**src/rtl/opcap_pkg.sv**
```systemverilog
// Shared definitions for the operand capture front-end.
//   state_e                 : capture FSM states (2-bit encoding)
//   W_OP_DEFAULT            : default operand width
//   DEBOUNCE_CYCLES_DEFAULT : default debounce length (10 ms at 50 MHz)
package opcap_pkg;

    typedef enum logic [1:0] {
        WAIT_A  = 2'd0,
        WAIT_B  = 2'd1,
        PRESENT = 2'd2
    } state_e;

    localparam int unsigned W_OP_DEFAULT            = 2;
    localparam int unsigned DEBOUNCE_CYCLES_DEFAULT = 500000;

endpackage

```
**src/rtl/operand_capture_if.sv**
```systemverilog
// Operand bus between the capture front-end and the multiplier.
//   op_bus   : packed operands, A in the low W_OP bits, B in the high W_OP bits
//   op_valid : op_bus holds a complete A/B pair
//   op_ready : consumer accepts op_bus when op_valid & op_ready
// Modports: master (producer side), slave (consumer side).
interface operand_capture_if
    import opcap_pkg::*;
#(
    parameter int unsigned W_OP = W_OP_DEFAULT
);

    logic [2*W_OP-1:0] op_bus;
    logic              op_valid;
    logic              op_ready;

    modport master (output op_bus, output op_valid, input op_ready);
    modport slave  (input op_bus, input op_valid, output op_ready);

endinterface

```
**src/rtl/key_debounce.sv**
```systemverilog
// Pushbutton conditioner: 2-flop synchronizer, optional debounce counter and
// a registered one-cycle pulse on each debounced press (released -> pressed).
// Build option: OPCAP_DEBOUNCE_EN enables the counter; without it the
// synchronized key is used directly and DEBOUNCE_CYCLES is ignored.
//   clk         : system clock
//   rst         : asynchronous active-high reset
//   key         : raw pushbutton, active-low
//   press_pulse : one-cycle pulse per accepted press
module key_debounce
    import opcap_pkg::*;
#(
    parameter int unsigned DEBOUNCE_CYCLES = DEBOUNCE_CYCLES_DEFAULT
) (
    input  logic clk,
    input  logic rst,
    input  logic key,
    output logic press_pulse
);

    if (DEBOUNCE_CYCLES == 0) begin : g_bad_cycles
        $error("DEBOUNCE_CYCLES must be at least 1");
    end

    logic sync1_q, sync2_q;
    logic level_q, level_d;
    logic press_q;

    // Synchronizer resets to "released" so a key held through reset still
    // produces a clean falling transition afterwards.
    always_ff @(posedge clk or posedge rst) begin
        if (rst) begin
            sync1_q <= 1'b1;
            sync2_q <= 1'b1;
        end else begin
            sync1_q <= key;
            sync2_q <= sync1_q;
        end
    end

`ifdef OPCAP_DEBOUNCE_EN
    localparam int unsigned CntW = $clog2(DEBOUNCE_CYCLES + 1);
    localparam logic [CntW-1:0] CntLast = CntW'(DEBOUNCE_CYCLES - 1);

    logic [CntW-1:0] cnt_q, cnt_d;

    // Count consecutive cycles of disagreement; any agreement restarts.
    always_comb begin
        cnt_d   = '0;
        level_d = level_q;
        if (sync2_q != level_q) begin
            if (cnt_q == CntLast) begin
                level_d = sync2_q;
            end else begin
                cnt_d = cnt_q + 1'b1;
            end
        end
    end

    always_ff @(posedge clk or posedge rst) begin
        if (rst) begin
            cnt_q   <= '0;
            level_q <= 1'b1;
        end else begin
            cnt_q   <= cnt_d;
            level_q <= level_d;
        end
    end
`else
    // Level is the synchronized key; its next value is the first flop.
    assign level_q = sync2_q;
    assign level_d = sync1_q;
`endif

    always_ff @(posedge clk or posedge rst) begin
        if (rst) begin
            press_q <= 1'b0;
        end else begin
            press_q <= level_q & ~level_d;
        end
    end

    assign press_pulse = press_q;

endmodule

```
**src/rtl/operand_capture.sv**
```systemverilog
// Captures operand A then B from SW on successive debounced KEY presses and
// presents them on a packed valid/ready bus whose layout matches the
// multiplier's SW[3:0] input.
// Build option: OPCAP_DEBOUNCE_EN (passed through to key_debounce).
//   CLOCK_50 : system clock
//   reset    : asynchronous active-high reset
//   SW       : operand value to capture
//   KEY      : pushbutton, active-low
//   LEDG     : [0] A loaded, [1] B loaded
//   bus      : operand bus (master side): op_bus, op_valid, op_ready
module operand_capture
    import opcap_pkg::*;
#(
    parameter int unsigned DEBOUNCE_CYCLES = DEBOUNCE_CYCLES_DEFAULT,
    parameter int unsigned W_OP            = W_OP_DEFAULT
) (
    input  logic            CLOCK_50,
    input  logic            reset,
    input  logic [W_OP-1:0] SW,
    input  logic            KEY,
    output logic [1:0]      LEDG,
    operand_capture_if.master bus
);

    logic            press;
    state_e          state_q, state_d;
    logic [W_OP-1:0] a_q, a_d, b_q, b_d;
    logic [1:0]      ledg_q, ledg_d;
    logic            valid_q;

    key_debounce #(
        .DEBOUNCE_CYCLES(DEBOUNCE_CYCLES)
    ) u_key_debounce (
        .clk        (CLOCK_50),
        .rst        (reset),
        .key        (KEY),
        .press_pulse(press)
    );

    // Presses while presenting fall through unhandled, so they are dropped.
    always_comb begin
        state_d = state_q;
        a_d     = a_q;
        b_d     = b_q;
        ledg_d  = ledg_q;
        unique case (state_q)
            WAIT_A: begin
                if (press) begin
                    a_d       = SW;
                    ledg_d[0] = 1'b1;
                    state_d   = WAIT_B;
                end
            end
            WAIT_B: begin
                if (press) begin
                    b_d       = SW;
                    ledg_d[1] = 1'b1;
                    state_d   = PRESENT;
                end
            end
            PRESENT: begin
                if (valid_q && bus.op_ready) begin
                    ledg_d  = '0;
                    state_d = WAIT_A;
                end
            end
            default: state_d = WAIT_A;
        endcase
    end

    always_ff @(posedge CLOCK_50 or posedge reset) begin
        if (reset) begin
            state_q <= WAIT_A;
            a_q     <= '0;
            b_q     <= '0;
            ledg_q  <= '0;
            valid_q <= 1'b0;
        end else begin
            state_q <= state_d;
            a_q     <= a_d;
            b_q     <= b_d;
            ledg_q  <= ledg_d;
            valid_q <= (state_d == PRESENT);
        end
    end

    assign bus.op_bus   = {b_q, a_q};
    assign bus.op_valid = valid_q;
    assign LEDG         = ledg_q;

endmodule

```
**src/flat_wrapper.sv**
```systemverilog
// flat-port wrapper written by rule: the top's interface ports become plain ports
module operand_capture_flat import opcap_pkg::*;
#(
    parameter int unsigned DEBOUNCE_CYCLES = DEBOUNCE_CYCLES_DEFAULT,
    parameter int unsigned W_OP            = W_OP_DEFAULT
)
  (CLOCK_50, reset, SW, KEY, LEDG, bus_op_bus, bus_op_valid, bus_op_ready);
  operand_capture_if #(.W_OP(W_OP)) bus_i ();
  input  logic CLOCK_50;
  input  logic reset;
  input  logic [W_OP-1:0] SW;
  input  logic KEY;
  output logic [1:0] LEDG;
  output wire logic [$bits(bus_i.op_bus)-1:0] bus_op_bus;
  output wire logic [$bits(bus_i.op_valid)-1:0] bus_op_valid;
  input wire logic [$bits(bus_i.op_ready)-1:0] bus_op_ready;
  assign bus_op_bus = bus_i.op_bus;
  assign bus_op_valid = bus_i.op_valid;
  assign bus_i.op_ready = bus_op_ready;
  operand_capture #(.DEBOUNCE_CYCLES(DEBOUNCE_CYCLES), .W_OP(W_OP)) u_core (.CLOCK_50(CLOCK_50), .reset(reset), .SW(SW), .KEY(KEY), .LEDG(LEDG), .bus(bus_i));
endmodule
```
**config.mk**
```make
export PLATFORM = sky130hd
export DESIGN_NAME = operand_capture_flat
export DESIGN_NICKNAME = d
export VERILOG_FILES = /design/src/rtl/opcap_pkg.sv /design/src/rtl/operand_capture_if.sv /design/src/rtl/key_debounce.sv /design/src/rtl/operand_capture.sv /design/src/flat_wrapper.sv
export SDC_FILE = /design/constraint.sdc
export NUM_CORES = 1
export LEC_CHECK = 0
export ABC_AREA = 1
export CAP_MARGIN = 20
export CORE_AREA = 2 2 39 41
export CTS_BUF_LIST = sky130_fd_sc_hd__clkbuf_4 sky130_fd_sc_hd__clkbuf_8
export DETAILED_ROUTE_END_ITERATION = 10
export DIE_AREA = 0 0 41 43
export HOLD_SLACK_MARGIN = 0.02
export PLACE_DENSITY_LB_ADDON = 0.05
export SYNTH_ARGS = -nofsm -noshare
export SYNTH_HDL_FRONTEND = slang
export SYNTH_HIERARCHICAL = 1
export SYNTH_SLANG_ARGS = --single-unit
```
**constraint.sdc**
```tcl
create_clock -name CLOCK_50 -period 0.9 [get_ports CLOCK_50]
set_input_delay 0.09 -clock CLOCK_50 [delete_from_list [all_inputs] [get_ports CLOCK_50]]
set_output_delay 0.09 -clock CLOCK_50 [all_outputs]
set_load 0.05 [all_outputs]
```
Yosys cells after proc, flatten, opt, wreduce, memory -nomap -nowiden
Cells that the tools add are included.
Widths: inputs -> output; s select.
{"block": "word_totals", "register_bits": 12, "elab_cells": 33, "output_inout_bits": 7}
{"block": "op_classes", "reduce_logical": 8, "muxes": 8, "n_eq_ne": 6, "bitwise": 2}
{"op": "$mux 2", "count": 4}
{"op": "$pmux 2 s3", "count": 1}
{"op": "$reduce_and 3->1", "count": 2}
{"op": "$eq 2x2->1 const B", "count": 2}
{"op": "$ne 2x2->1 const B", "count": 2}
{"op": "$pmux 1 s2", "count": 2}
{"op": "$reduce_and 2->1", "count": 2}
{"op": "$reduce_bool 2->1", "count": 2}
{"op": "$eq 2x1->1 const B", "count": 1}
{"op": "$logic_not 2->1", "count": 1}
{"op": "$ne 2x1->1 const B", "count": 1}
{"op": "$and 1x1->1", "count": 1}
{"op": "$logic_and 1x1->1", "count": 1}
{"op": "$mux 1", "count": 1}
{"op": "$not 1->1", "count": 1}

Depth between registers and ports, before layout
{"block": "logic_depth", "ltp_word": 4, "ltp_mapped": 5}

By module
Netlist, hierarchy kept.
{"mod": "operand_capture", "area_each_um2": 356.6, "instances": 1, "cells_each": 41}
{"mod": "key_debounce", "area_each_um2": 91.3, "instances": 1, "cells_each": 6}

Worst setup path after synthesis
No wires, ideal clock.
{"block": "synth_path", "path_type": "register -> register", "startpoint": "register u_core.valid_q (netlist: u_core/bus.op_valid)", "endpoint": "register u_core.ledg_q[0] (netlist: u_core/LEDG[0])", "period_less_slack_ns": 1.062, "stages_incl_launch_ff": 6, "setup_ns": 0.119, "setup_slack_ns": -0.162, "arrival_time_ns": 0.943, "t_required_ns": 0.781, "cell_sequence": "dfrtp_1 > nand2_1 > inv_1 > nand2_1 > nand2_1 > nand2_1"}
{"block": "synth_via", "elab_chain_len": 3}
{"element": "start: declaration", "line_no": "operand_capture.sv:29", "text": "logic valid_q;"}
{"element": "start signal: assignment", "line_no": "operand_capture.sv:83", "text": "valid_q <= (state_d == PRESENT);"}
{"element": "$logic_and 1x1->1", "line_no": "operand_capture.sv:62", "text": "if (valid_q && bus.op_ready) begin"}
{"element": "$ne 2x1->1 (no line)"}
{"element": "$reduce_and 3->1 (no line)"}
{"element": "end signal: assignment", "line_no": "operand_capture.sv:82", "text": "ledg_q <= ledg_d;"}
{"element": "end: declaration", "line_no": "operand_capture.sv:28", "text": "logic [1:0] ledg_q, ledg_d;"}
No other way between the ends.
A chain may end at the register's enable or synchronous reset.

Worst setup path after layout
{"block": "layout_path", "startpoint": "register u_core.valid_q (netlist: u_core/bus.op_valid)", "endpoint": "output port bus_op_valid"}
{"element": "end: declaration", "line_no": "flat_wrapper.sv:15", "text": "output wire logic [$bits(bus_i.op_valid)-1:0] bus_op_valid;"}
No word-level cell between the ends.

==> reports/metrics.csv <==
stage;metric;value;unit
routing;wirelength_met1;313;µm
power_and_ir_drop;switchingPower;1187;µW
routing;dr_wl_met3;57;µm
synth;netlist_area;447.9;µm²
power_and_ir_drop;p_clk_share;12.2;%
floorplanning;core-area;1384;µm²
routing;totalWireLength;787;µm
worst_hold_path;hp-class;input pin to async pin;
routing;viasPerCell;4.200;
routing;first_iter_violations;10;
routing;routed-via-count;357;
sta;period_needed;935.9;ps
cts;cts_tree;done;
synth;synth_seq_area_share;67.60;%
power_and_ir_drop;p_int;1773;µW
worst_setup_path;slowest_delay;430;ps
worst_setup_path;cp_top_family;flip-flops;
run_status;status;complete, but fails checks;
finish;drive_above_1_share;46.38;%
synth;synth_warnings;6;
synth;synth_top_area_share;55.87;%
synth;synthMuxAreaShare;0;%
floorplanning;rows;14;
cts;cts.clk_slew.worst_paths;70;ps
cts;cts_buffers;3;
routing;wl_per_cell;9.259;µm
worst_setup_path;path_max_fanout;2;
sta;fin_crit_sh;104.0;%
grt;grt.total_usage;11.59;%
sta;max_freq;1.068;GHz
synth;synth_top_family_by_area;simple AND/OR/NAND/NOR gates;
grt;grt_pass1_vias;333;
run_status;violations;setup timing;
worst_setup_path;crit_path_end_kind;output port;
synth;yosys_register_bits;12;
worst_setup_path;path_buf_inv;1;
synth;ys_top_cells_by_area;dfrtp_1 56%, nand2_1 16%, dfstp_2 12%;
sta;hold_viol_final;0;
synth;synth.distinct_cells;10;
floorplanning;die_h;43;µm
sta;finalWorstSetupSlack;-35.95;ps
worst_setup_path;arrival;850;ps
power_and_ir_drop;p_leak;0.0003928;µW
grt;grt_pass1_wl;1317;µm
sta;tightest_slew;340.3;ps
worst_setup_path;path_cells;buf_12;
routing;met2WireLength;412;µm
routing;ant_nets;0;
placement;port_buffers;12;
finish;synthToLayoutAreaGrowth;73.18;%
grt;grt_max_degree;10;
synth;avgSynthCellArea;9.530;µm²
sta;rsz0062_at_grt;yes;
synth;yosysTopAreaCell;dfrtp_1;
synth;synth_nets;53;
worst_setup_path;path_class;flip-flop to output port;
synth;synth-xor-area-share;0;%
worst_setup_path;worstPathRequired;810;ps
synth;synth_compound_area_share;1.117;%
synth;yosys.area_share.simple;26.26;%
cts;cts.path.max_buffers;2;
floorplanning;pin_count;13;
cts;clkLatencyLatePin;270;ps
routing;drc;0;
cts;ctsRootBufferMaster;clkbuf_4;
placement;place_ws;-43.05;ps
grt;grt-ovfl-total;0;
floorplanning;initial_core_util;32.37;%
finish;diodes;0;
floorplanning;die_x;41;µm
power_and_ir_drop;power_density;3815;nW/µm²
cts;cts_max_level;1;
floorplanning;dieArea;1763;µm²
power_and_ir_drop;power.share.sequential;32.4;%
run;max-cap-violations;0;
routing;dr.pass1.iters;2;
worst_setup_path;slowest_stage;dfrtp_2;
synth;synthAdderAreaFrac;0;%
power_and_ir_drop;comb_power_share;55.4;%
placement;place_congestion;0.6192;
power_and_ir_drop;irDropWorstVdd;1.841;mV
sta;fin_skew;9.372;ps
placement;hpwl;573.2;µm
worst_setup_path;crit_path_start_kind;flip-flop;
finish;layout.nets;76;
sta;setup_violations;9;
sta;finalMaxSlewViolations;0;
cts;clock-sinks;12;
power_and_ir_drop;p_sw_share;40.10;%
routing;highest_layer;met4;
synth;synthCells;47;
grt;antenna_found_initial;0;
sta;hold_ws;96.22;ps
sta;max-slew-margin-rel;77.29;%
-- cells by family (layout without fill, tap and decap cells) --
kind of cell / count (synthesis) / count (layout)
buffers and inverters: 6 / 28
AND/OR/NAND/NOR: 28 / 28
flip-flops: 12 / 12
AO/OA/AOI/OAI: 1 / 1
-- path summary, 6_finish.rpt --
path                                               start                            end  slack, ps  cells past startpoint
setup / recovery                     u_core/bus.op_valid                   bus_op_valid        -40                      1
hold / removal                                     reset                 u_core/LEDG[1]        100                      2
setup reg to reg                       u_core/state_q[1]                  u_core/b_q[1]        -10                      4
hold reg to reg            u_core/u_key_debounce/level_d  u_core/u_key_debounce/level_q        370                      0
max in group asynchronous                          reset  u_core/u_key_debounce/level_q        130                      3
min in group CLOCK_50                                KEY  u_core/u_key_debounce/level_d        230                      1
-- cells in the mapped netlist (all sizes together) --
cell type and n:
dfrtp 10, dfstp 2, inv 6, nand2 20, nand3 4, nor2 4
o21ai 1
-- flip-flops by register name, indices dropped and copies added, names as in the netlist --
register and cells:
u_core/LEDG 2, u_core/a_q 2, u_core/b_q 2, u_core/state_q 2, u_core/bus.op_valid 1, u_core/u_key_debounce/level_d 1
u_core/u_key_debounce/level_q 1, u_core/u_key_debounce/press_pulse 1
-- per-stage QoR --
step / area, µm² / cells / utilization, % / total power [µW] / setup TNS, ps
floorplan: 449.2 / 47 / - / 1579 / -49.25
global placement: 674.4 / 77 / 48.73 / 2377 / -124.4
detailed placement: 674.4 / 77 / 48.73 / 2384 / -108.5
CTS: 721.9 / 83 / 52.17 / 2793 / -345.1
global route: 775.7 / 85 / 56.06 / 3140 / -705.5
finish: 775.7 / 85 / 56.06 / 2960 / -179.2
-- layout make-up --
type | count | area (µm²)
repair buffers | 18 | 241.5
clock buffers | 4 | 30.03
multi-input cells | 29 | 155.1
fillers | 125 | 608.1
flip-flops and latches | 12 | 306.5
well taps | 16 | 20.02
inverters | 6 | 22.52
-- timing repair --
| action | in CTS | in global routing |
|---|---|---|
| endpoints found under the hold margin | 1 | 0 |
| buffers inserted | 1 | 2 |
| hold buffers | 1 | 0 |
| pin swaps | 1 | 3 |
| resized for setup | 0 | 13 |
| endpoints found under the setup margin | 9 | 14 |
-- power groups by stage --
| stage | clock, µW | combinational [µW] | sequential (µW) |
|---|---|---|---|
| after floorplan | 0 | 241 | 1340 |
| after CTS | 386 | 1480 | 924 |
| final | 360 | 1640 | 960 |
| after detailed placement | 0 | 1450 | 936 |
| after global routing | 418 | 1740 | 982 |
| after global placement | 0 | 1450 | 931 |
-- cells in the final DEF, fill, tap and decap left out --
| cell | n |
|---|---|
| dfstp_2 | 2 |
| nor2_2 | 2 |
| nand2_4 | 1 |
| nand2_1 | 16 |
| dfrtp_1 | 7 |
| clkdlybuf4s50_1 | 5 |
| inv_1 | 4 |
| inv_2 | 2 |
| nor2_4 | 2 |
| nand2_2 | 3 |
| nand3_1 | 3 |
| buf_4 | 4 |
| buf_12 | 7 |
| buf_6 | 1 |
| dfrtp_2 | 3 |
| clkbuf_4 | 4 |
| o21ai_0 | 1 |
| nand3_2 | 1 |
| dlygate4sd3_1 | 1 |
-- routing by layer --
metal,global-route usage (%),vias up
met5,0,-
met4,4.000,0
met3,9.424,2
met2,15.94,10
met1,13.04,159
li1,-,186
No activity file was read; power rests on OpenSTA's default activity.
